--- src/rtl/div_share_sched.sv ---
// div_share_sched: round-robin sharing of one pipelined signed divider among N requesters.
// Optional DIV0_FLAG_EN: flag den==0 per response, forcing coc to all ones and res to 0.
module div_share_sched #(
    parameter int W         = 32,
    parameter int N         = 4,
    parameter int RSP_DEPTH = 2
) (
    input  logic           CLK,
    input  logic           RSTa,
    input  logic [N-1:0]   req_valid,
    output logic [N-1:0]   req_ready,
    input  logic [N*W-1:0] req_num,
    input  logic [N*W-1:0] req_den,
    output logic [N-1:0]   rsp_valid,
    input  logic [N-1:0]   rsp_ready,
    output logic [N*W-1:0] rsp_coc,
    output logic [N*W-1:0] rsp_res,
    output logic           div_start,
    output logic [W-1:0]   div_num,
    output logic [W-1:0]   div_den,
    input  logic [W-1:0]   div_coc,
    input  logic [W-1:0]   div_res,
    input  logic           div_done,
    output logic           tag_err
`ifdef DIV0_FLAG_EN
    ,
    output logic [N-1:0]   rsp_div0
`endif
);
    localparam int LAT = 2 * W + 1;
    localparam int IW  = (N > 1) ? $clog2(N) : 1;
    localparam int PW  = (RSP_DEPTH > 1) ? $clog2(RSP_DEPTH) : 1;
    localparam int CW  = $clog2(RSP_DEPTH + 1) + 1;

    typedef struct packed {
        logic          vld;
        logic [IW-1:0] id;
`ifdef DIV0_FLAG_EN
        logic          div0;
`endif
    } tag_t;

    tag_t          tag_q [LAT];
    tag_t          tag_d;
    logic [IW-1:0] ptr_q;
    logic [CW-1:0] infl_q [N];
    logic [CW-1:0] cnt_q  [N];
    logic [PW-1:0] wp_q   [N];
    logic [PW-1:0] rp_q   [N];
    logic [W-1:0]  coc_q  [N][RSP_DEPTH];
    logic [W-1:0]  res_q  [N][RSP_DEPTH];
`ifdef DIV0_FLAG_EN
    logic          d0_q   [N][RSP_DEPTH];
`endif
    logic          tag_err_q;

    logic [N-1:0]  elig;
    logic [N-1:0]  grant;
    logic [N-1:0]  push;
    logic [N-1:0]  pop;
    logic [IW-1:0] gidx;
    logic [IW-1:0] idx;
    logic          found;
    logic [W-1:0]  cmp_coc;
    logic [W-1:0]  cmp_res;

    function automatic logic [PW-1:0] nxt(input logic [PW-1:0] p);
        return (p == PW'(RSP_DEPTH - 1)) ? '0 : p + PW'(1);
    endfunction

    // Credit: a slot counts from grant until its response is popped.
    always_comb begin
        for (int i = 0; i < N; i++) begin
            elig[i] = RSTa && req_valid[i]
                   && ((infl_q[i] + cnt_q[i]) < CW'(RSP_DEPTH));
        end
    end

    always_comb begin
        grant = '0;
        gidx  = '0;
        idx   = '0;
        found = 1'b0;
        for (int k = 1; k <= N; k++) begin
            idx = IW'((int'(ptr_q) + k) % N);
            if (!found && elig[idx]) begin
                found       = 1'b1;
                gidx        = idx;
                grant[idx]  = 1'b1;
            end
        end
    end

    always_comb begin
        div_num = '0;
        div_den = '0;
        for (int i = 0; i < N; i++) begin
            if (grant[i]) begin
                div_num = req_num[i*W +: W];
                div_den = req_den[i*W +: W];
            end
        end
    end

    assign req_ready = grant;
    assign div_start = found;
    assign tag_err   = tag_err_q;

    always_comb begin
        tag_d     = '0;
        tag_d.vld = found;
        tag_d.id  = gidx;
`ifdef DIV0_FLAG_EN
        tag_d.div0 = found && (div_den == '0);
`endif
    end

    always_comb begin
        push = '0;
        if (tag_q[0].vld) push[tag_q[0].id] = 1'b1;
    end

`ifdef DIV0_FLAG_EN
    assign cmp_coc = tag_q[0].div0 ? '1 : div_coc;
    assign cmp_res = tag_q[0].div0 ? '0 : div_res;
`else
    assign cmp_coc = div_coc;
    assign cmp_res = div_res;
`endif

    for (genvar i = 0; i < N; i++) begin : g_rsp
        assign rsp_valid[i]      = (cnt_q[i] != '0);
        assign pop[i]            = rsp_valid[i] && rsp_ready[i];
        assign rsp_coc[i*W +: W] = rsp_valid[i] ? coc_q[i][rp_q[i]] : '0;
        assign rsp_res[i*W +: W] = rsp_valid[i] ? res_q[i][rp_q[i]] : '0;
`ifdef DIV0_FLAG_EN
        assign rsp_div0[i]       = rsp_valid[i] && d0_q[i][rp_q[i]];
`endif
    end

    always_ff @(posedge CLK or negedge RSTa) begin
        if (!RSTa) begin
            ptr_q     <= IW'(N - 1);
            tag_err_q <= 1'b0;
            for (int s = 0; s < LAT; s++) tag_q[s] <= '0;
            for (int i = 0; i < N; i++) begin
                infl_q[i] <= '0;
                cnt_q[i]  <= '0;
                wp_q[i]   <= '0;
                rp_q[i]   <= '0;
            end
        end else begin
            if (found) ptr_q <= gidx;
            for (int s = 0; s < LAT - 1; s++) tag_q[s] <= tag_q[s+1];
            tag_q[LAT-1] <= tag_d;
            if (div_done != tag_q[0].vld) tag_err_q <= 1'b1;
            for (int i = 0; i < N; i++) begin
                if (grant[i] && !push[i]) begin
                    infl_q[i] <= infl_q[i] + CW'(1);
                end else if (!grant[i] && push[i]) begin
                    infl_q[i] <= infl_q[i] - CW'(1);
                end
                if (push[i] && !pop[i]) begin
                    cnt_q[i] <= cnt_q[i] + CW'(1);
                end else if (!push[i] && pop[i]) begin
                    cnt_q[i] <= cnt_q[i] - CW'(1);
                end
                if (push[i]) wp_q[i] <= nxt(wp_q[i]);
                if (pop[i])  rp_q[i] <= nxt(rp_q[i]);
            end
        end
    end

    always_ff @(posedge CLK) begin
        for (int i = 0; i < N; i++) begin
            if (push[i]) begin
                coc_q[i][wp_q[i]] <= cmp_coc;
                res_q[i][wp_q[i]] <= cmp_res;
`ifdef DIV0_FLAG_EN
                d0_q[i][wp_q[i]]  <= tag_q[0].div0;
`endif
            end
        end
    end

endmodule

--- config.mk ---
export PLATFORM = sky130hd
export DESIGN_NAME = div_share_sched
export DESIGN_NICKNAME = d
export VERILOG_FILES = /design/src/rtl/div_share_sched.sv
export SDC_FILE = /design/constraint.sdc
export NUM_CORES = 1
export LEC_CHECK = 0
export BUFFER_PORTS_ARGS = -buffer_cell sky130_fd_sc_hd__buf_2
export CELL_PAD_IN_SITES_DETAIL_PLACEMENT = 1
export CELL_PAD_IN_SITES_GLOBAL_PLACEMENT = 1
export CORE_ASPECT_RATIO = 1.75
export CORE_UTILIZATION = 44
export DETAILED_ROUTE_END_ITERATION = 12
export PLACE_DENSITY_LB_ADDON = 0.25
export SLEW_MARGIN = 20
export SYNTH_ARGS = -nofsm -noshare
export SYNTH_HDL_FRONTEND = slang
export SYNTH_SLANG_ARGS = --single-unit
--- constraint.sdc ---
create_clock -name CLK -period 6 [get_ports CLK]
set_input_delay 0.3 -clock CLK [delete_from_list [all_inputs] [get_ports CLK]]
set_output_delay 0.3 -clock CLK [all_outputs]
set_load 0.01 [all_outputs]
# ---- Yosys cells after proc, flatten, opt, wreduce, memory -nomap -nowiden
# Memory sizes are Yosys's and may differ from the RTL's.
# Index checks and enable logic that the tools add are counted.
dict set report word_totals {
  register_bits 230
  ramBits 512
  wordCells 422
  romBits 0
  output_inout_bits 330
  latchBits 0
  memories 2
  inputBits 331
}
# name depth word_bits read_ports rd_ports_with_merged_regs write_ports line
set memory_table {}
lappend memory_table {coc_q 4 64 4 0 1 50} ;# logic [W-1:0] coc_q [N][RSP_DEPTH];
lappend memory_table {res_q 4 64 4 0 1 51} ;# logic [W-1:0] res_q [N][RSP_DEPTH];
dict set report op_classes {
  mul 0
  n_addsub 32
  n_reduce_logical 73
  order_cmp 26
  muxes 129
  eq_ne 1
  n_bitwise 11
  n_div 0
  shifts 0
}
# operator count
set op_table {}
lappend op_table {{two-way mux 32 bit} 44}
lappend op_table {{two-way mux 64 bit} 16}
lappend op_table {{OR reduction 64 bit} 6}
lappend op_table {{demux 32 bit (select 1 bit)} 4}
lappend op_table {{two-way mux 3 bit} 16}
lappend op_table {{logical AND 1 bit} 40}
lappend op_table {{two-way mux 1 bit} 25}
lappend op_table {{adder 3 x 1 -> 3 bit (second input constant)} 8}
lappend op_table {{subtractor 3 x 1 -> 3 bit (second input constant)} 8}
lappend op_table {{two-way mux 2 bit} 10}
lappend op_table {{two-way mux 4 bit} 5}
lappend op_table {{greater-or-equal comparator 2 bit (second input constant)} 8}
lappend op_table {{inverter 1 -> 2 bit} 8}
lappend op_table {{nonzero test 2 bit} 8}
lappend op_table {{zero test 1 bit} 15}
lappend op_table {{< comparator 2 x 3 -> 1 bit (second input constant)} 5}
lappend op_table {{adder 3 bit} 4}
lappend op_table {{< comparator 3 x 2 -> 1 bit (second input constant)} 4}
lappend op_table {{OR 4 bit} 3}
lappend op_table {{nonzero test 3 bit} 4}
lappend op_table {{demux 1 bit (select 2 bit)} 5}
lappend op_table {{greater-or-equal comparator 2 x 1 -> 1 bit (second input constant)} 5}
lappend op_table {{adder 1 bit (second input constant)} 8}
lappend op_table {{binary-select mux 1 bit (select 2 bit)} 4}
lappend op_table {{4 further kinds} 9}

# ---- Longest topological paths before layout
dict set report logic_depth {
  word_depth 19
  ltp_mapped 18
  ltp_nobuf 14
}

# ---- Worst setup path after synthesis
# Ideal clock, no wire load.
dict set report synth_path {
  path_type {reg2reg}
  startpoint {register ptr_q[0]}
  endpoint {register infl_q[1] (netlist name)}
  setup_time_ps 125
  period_less_slack_ps 4267
  path_stages_with_launch 14
  required_time_ps 5875
  setup_slack_ps 1733
  path_buffers 4
  arrival_ps 4143
  cell_sequence {dfstp_2 > clkbuf_1 > inv_1 > clkbuf_1 > ha_1 > mux4_2 > a31o_2 > a221o_1 > clkbuf_1 > clkbuf_1 > ha_1 > inv_1 > fa_1 > mux2_2}
}
dict set report synth_via {
  elab_chain_len 16
  word_cells_on_any_way 53
  cone_classes {4 x add/sub; 8 x order compare; 24 x mux; 3 x bitwise; 14 x reduce/logical}
}
# item line
set synth_lines {}
lappend synth_lines {{from (decl)} 45} ;# logic [IW-1:0] ptr_q;
lappend synth_lines {{from (signal assigned)} 143} ;# ptr_q <= IW'(N - 1);
lappend synth_lines {{from (signal assigned)} 153} ;# if (found) ptr_q <= gidx;
lappend synth_lines {{branches (longest 12 deep; another with < comparator 2 x 3 -> 1 bit)} --}
lappend synth_lines {{two-way mux 4 bit (*)} 86} ;# if (!found && elig[idx]) begin
lappend synth_lines {{named net req_ready[3]} 11} ;# output logic [N-1:0] req_ready,
lappend synth_lines {{zero test 1 bit} 160} ;# end else if (!grant[i] && push[i]) begin
lappend synth_lines {{logical AND 1 bit} 160}
lappend synth_lines {{nonzero test 2 bit (no line)} --}
lappend synth_lines {{to (signal, indexed assignment)} 159} ;# infl_q[i] <= infl_q[i] + CW'(1);
lappend synth_lines {{to (signal, indexed assignment)} 161} ;# infl_q[i] <= infl_q[i] - CW'(1);
lappend synth_lines {{to (decl)} 46} ;# logic [CW-1:0] infl_q [N];
# Mark *: on every way through the listed nets, which the timed path passes. The select of a mux whose other input is x is not followed.
# A chain may end at the register's enable or synchronous reset.

# ---- Final worst setup path
dict set report layout_path {
  startpoint {register cnt_q[9] (netlist name)}
  endpoint {output div_num[5]}
}
dict set report layout_via {
  elab_chain_len 19
  word_cells_on_any_way 31
  cone_classes {1 x add/sub; 1 x order compare; 19 x mux; 3 x bitwise; 7 x reduce/logical}
}
# item line
set layout_lines {}
lappend layout_lines {{from (decl)} 47} ;# logic [CW-1:0] cnt_q [N];
lappend layout_lines {{from (signal, indexed assignment)} 164} ;# cnt_q[i] <= cnt_q[i] + CW'(1);
lappend layout_lines {{from (signal, indexed assignment)} 166} ;# cnt_q[i] <= cnt_q[i] - CW'(1);
lappend layout_lines {{adder 3 bit (*)} 75} ;# && ((infl_q[i] + cnt_q[i]) < CW'(RSP_DEPTH));
lappend layout_lines {{< comparator 3 x 2 -> 1 bit (*)} 75}
lappend layout_lines {{logical AND 1 bit (*)} 75}
lappend layout_lines {{binary-select mux 1 bit (select 2 bit)} 86}
lappend layout_lines {{two-way mux 1 bit (not written as such)} 86}
lappend layout_lines {{two-way mux 1 bit} 86}
lappend layout_lines {{zero test 1 bit} 86}
lappend layout_lines {{logical AND 1 bit} 86}
lappend layout_lines {{two-way mux 1 bit} 86}
lappend layout_lines {{zero test 1 bit} 86}
lappend layout_lines {{logical AND 1 bit} 86}
lappend layout_lines {{two-way mux 1 bit} 86}
lappend layout_lines {{zero test 1 bit} 86}
lappend layout_lines {{logical AND 1 bit} 86}
lappend layout_lines {{two-way mux 4 bit (*)} 86}
lappend layout_lines {{two-way mux 32 bit (3 in series)} 98} ;# if (grant[i]) begin
lappend layout_lines {{two-way mux 32 bit (*)} 98}
lappend layout_lines {{to (decl)} 19} ;# output logic [W-1:0] div_num,
# Mark *: on every way between the ends. The rest lies on a longest branch, timed or not. The select of a mux whose other input is x is not followed.

==> results.sh <==
export IMPL_hold_path_class="input pin to flop"
export IMPL_grt_overflow=0
export IMPL_place_inst=3515
export IMPL_ctsHoldBuffers=63
export IMPL_skew_ns=0.0724
export IMPL_outcome="complete, no violations"
export IMPL_wirelength_microns=101000
export IMPL_hold_depth=1
export IMPL_synth_seq_cells=742
export IMPL_required_ns=5.70
export IMPL_firstDrtPassIters=5
export IMPL_drtAntennaViolNets=0
export IMPL_crit_type="flop to output port"
export IMPL_period_needed_ns=5.39
export IMPL_synthArstFlopShare=0.310
export IMPL_cap_violations=0
export IMPL_tritoncts="yes"
export IMPL_use_met3=0.0552
export IMPL_gp_congestion=0.908
export IMPL_tns_ns=0
export IMPL_wl_per_cell_microns=27.3
export IMPL_syn_to_final_growth_pct=23.0
export IMPL_synth_enable_flop_cells=512
export IMPL_fin_cells=3710
export IMPL_fmax_mhz=186
export IMPL_coreArea_sq_um=68300
export IMPL_numCtsBuffers=60
export IMPL_fp_dieW_microns=201
export IMPL_dpl_hpwl_microns=69400
export IMPL_rsz0062_at_grt="no"
export IMPL_ys_seq_area_frac=0.697
export IMPL_leakagePower_nw=14.8
export IMPL_period_share=0.898
export IMPL_antenna_found_initial=35
export IMPL_busiest_layer="met2"
export IMPL_syn_area_sq_um=30300
export IMPL_finalNetCount=3095
export IMPL_worst_ep_arrival_time_ns=5.09
export IMPL_cts_htree_levels=2
export IMPL_syn_avg_cell_area_sq_um=14.7
export IMPL_grt_pass1_vias=22100
export IMPL_die_h_microns=349
export IMPL_synth_flop_cell="edfxtp_1"
export IMPL_dr_first_iter_drc_count=1452
export IMPL_cts_resized=0
export IMPL_root_buffer="clkbuf_16"
export IMPL_reg2regPathDepth=13
export IMPL_synth_fp_nets=2423
export IMPL_nFillCells=6906
export IMPL_ys_types=58
export IMPL_finalHoldViolCount=0
export IMPL_grt_max_degree=87
export IMPL_clkSlewWorstSetupHoldPaths_ns=0.07
export IMPL_clock_sinks=742
export IMPL_num_vias=20900
export IMPL_clk_latency_ns=0.65
export IMPL_initial_utilization=0.444
export IMPL_gr_usage_all_layers=0.285
export IMPL_finalPower_mw=9.80
export IMPL_placementRows=127
export IMPL_grtUsageMet2=0.489
export IMPL_slew_headroom=0.221
export IMPL_io_pins=661
export IMPL_clock_path_buffers=3
export IMPL_drive_gt1_frac=0.334
export IMPL_cp_max_fo=54
export IMPL_netlist_instances=2065
export IMPL_cp_end_kind="output port"
export IMPL_dieArea_sq_um=70100
export IMPL_critPathLaunchType="flop"
export IMPL_viasPerCell=5.63
export IMPL_drcViolationCount=0
export IMPL_power_density_nw_per_um2=263
export IMPL_grt_first_pass_wirelength_microns=148000
export IMPL_worst_pin_slew_ns=1.17
export IMPL_post_cts_buffers=0
export IMPL_grtUsageMet1=0.355
export IMPL_ys_warn_count=0
export IMPL_drv_slew=0
export IMPL_setup_viol=0
export IMPL_io_buffers=660
export IMPL_peakVddDrop_v=0.000261
-- path summary, 6_finish.rpt --
path | start | end | slack [ns]
hold reg to reg | tag_q[40] | tag_q[43] | 0.30
max in group asynchronous | RSTa | tag_q[36] | 4.52
hold / removal | div_res[11] | res_q[0][11] | 0.02
setup reg to reg | cnt_q[6] | infl_q[11] | 1.44
min in group asynchronous | RSTa | tag_q[151] | 0.23
setup / recovery | cnt_q[9] | div_num[5] | 0.61
-- power by group --
group	total (mW)	internal [mW]	leakage (nW)	switching (mW)
logic	0.251	0.111	6.08	0.140
clock network	4.07	2.24	1.02	1.82
registers	5.48	5.48	7.73	0.00000000000000000603
total	9.80	7.83	14.8	1.96
-- cell usage in the layout (no fill, tap or decap), types with 24 or more instances in the layout --
cell type / instances
o21ai_0: 121
edfxtp_1: 512
dfrtp_1: 224
o311ai_0: 64
inv_1: 31
dlygate4sd3_1: 63
nor2_1: 336
o31ai_2: 49
buf_2: 659
mux2i_1: 256
buf_4: 37
clkbuf_16: 63
nand2_1: 82
a311oi_2: 40
a311oi_1: 24
-- layer usage --
| metal | vias to the layer above | part of all wire |
|---|---|---|
| met3 | 205 | 0.076 |
| met4 | 20 | 0.042 |
| met1 | 10700 | 0.38 |
| met2 | 970 | 0.50 |
| li1 | 9014 | - |
| met5 | - | 0.0012 |
-- per-stage QoR --
step | area (sq um) | hold WS, ns | setup slack, ns | util
2_1_floorplan | 30300 | 0.00441 | 1.73 | -
3_3_place_gp | 34500 | 0.321 | 1.48 | 0.505
3_5_place_dp | 34500 | 0.336 | 1.36 | 0.505
4_1_cts | 37200 | 0.000873 | 0.650 | 0.545
5_1_grt | 37300 | 0.00694 | 0.401 | 0.546
6_report | 37300 | 0.0183 | 0.611 | 0.546
-- registers in the layout, indices dropped and copies added (netlist names) --
signal,count
rp_q,4
wp_q,4
tag_err,1
tag_q,195
infl_q,12
ptr_q,2
res_q,256
coc_q,256
cnt_q,12
-- cell type report --
cell class	instances	area [sq um]	area share
sequential	742	21100	0.567
multi-input combinational	1138	8510	0.228
inverter	32	121	0.00325
clock inverter	33	359	0.00963
timing repair buffer	763	4270	0.115
antenna	22	55.1	0.00148
clock buffer	77	1710	0.0458
tap	903	1130	0.0303
-- synth_stat cells (all sizes together), types with 3 or more instances --
library cell,n,share of area
nand2,82,0.010
xnor2,17,0.0049
nand3,5,0.00082
xor3,4,0.0031
fa,12,0.0079
and2,9,0.0019
edfxtp,512,0.51
buf,44,0.0099
a41oi,4,0.0012
mux2,8,0.0030
clkbuf,109,0.014
mux4,4,0.0030
and3,4,0.00082
a311oi,65,0.027
nor2,340,0.042
nand4,3,0.00062
xor2,16,0.0046
o311ai,64,0.018
mux2i,256,0.084
nor3,4,0.00066
a31o,4,0.0012
o31ai,64,0.024
inv,32,0.0040
and4,3,0.00087
o21ai,130,0.021
ha,15,0.0062
dfrtp,228,0.19
-- cell families after synthesis --
| kind of cell | synth area share |
|---|---|
| compound gates | 0.0986 |
| buf+inv | 0.0274 |
| flops | 0.697 |
| fa+ha+maj | 0.0141 |
| simple gates | 0.0595 |
| mux | 0.0904 |
| xor+xnor | 0.0134 |
-- worst max-delay path: stages (launching register included) --
cell      delay (ns)
dfrtp_1         0.46
nand2_1         0.10
fa_1            0.37
xor3_1          0.43
nand2_1         0.17
mux4_2          0.51
buf_4           0.52
a221oi_4        0.13
clkinv_2        0.26
buf_4           0.64
a311oi_2        0.09
o31ai_2         0.46
buf_2           0.22
(Power assumes the default switching activity.)
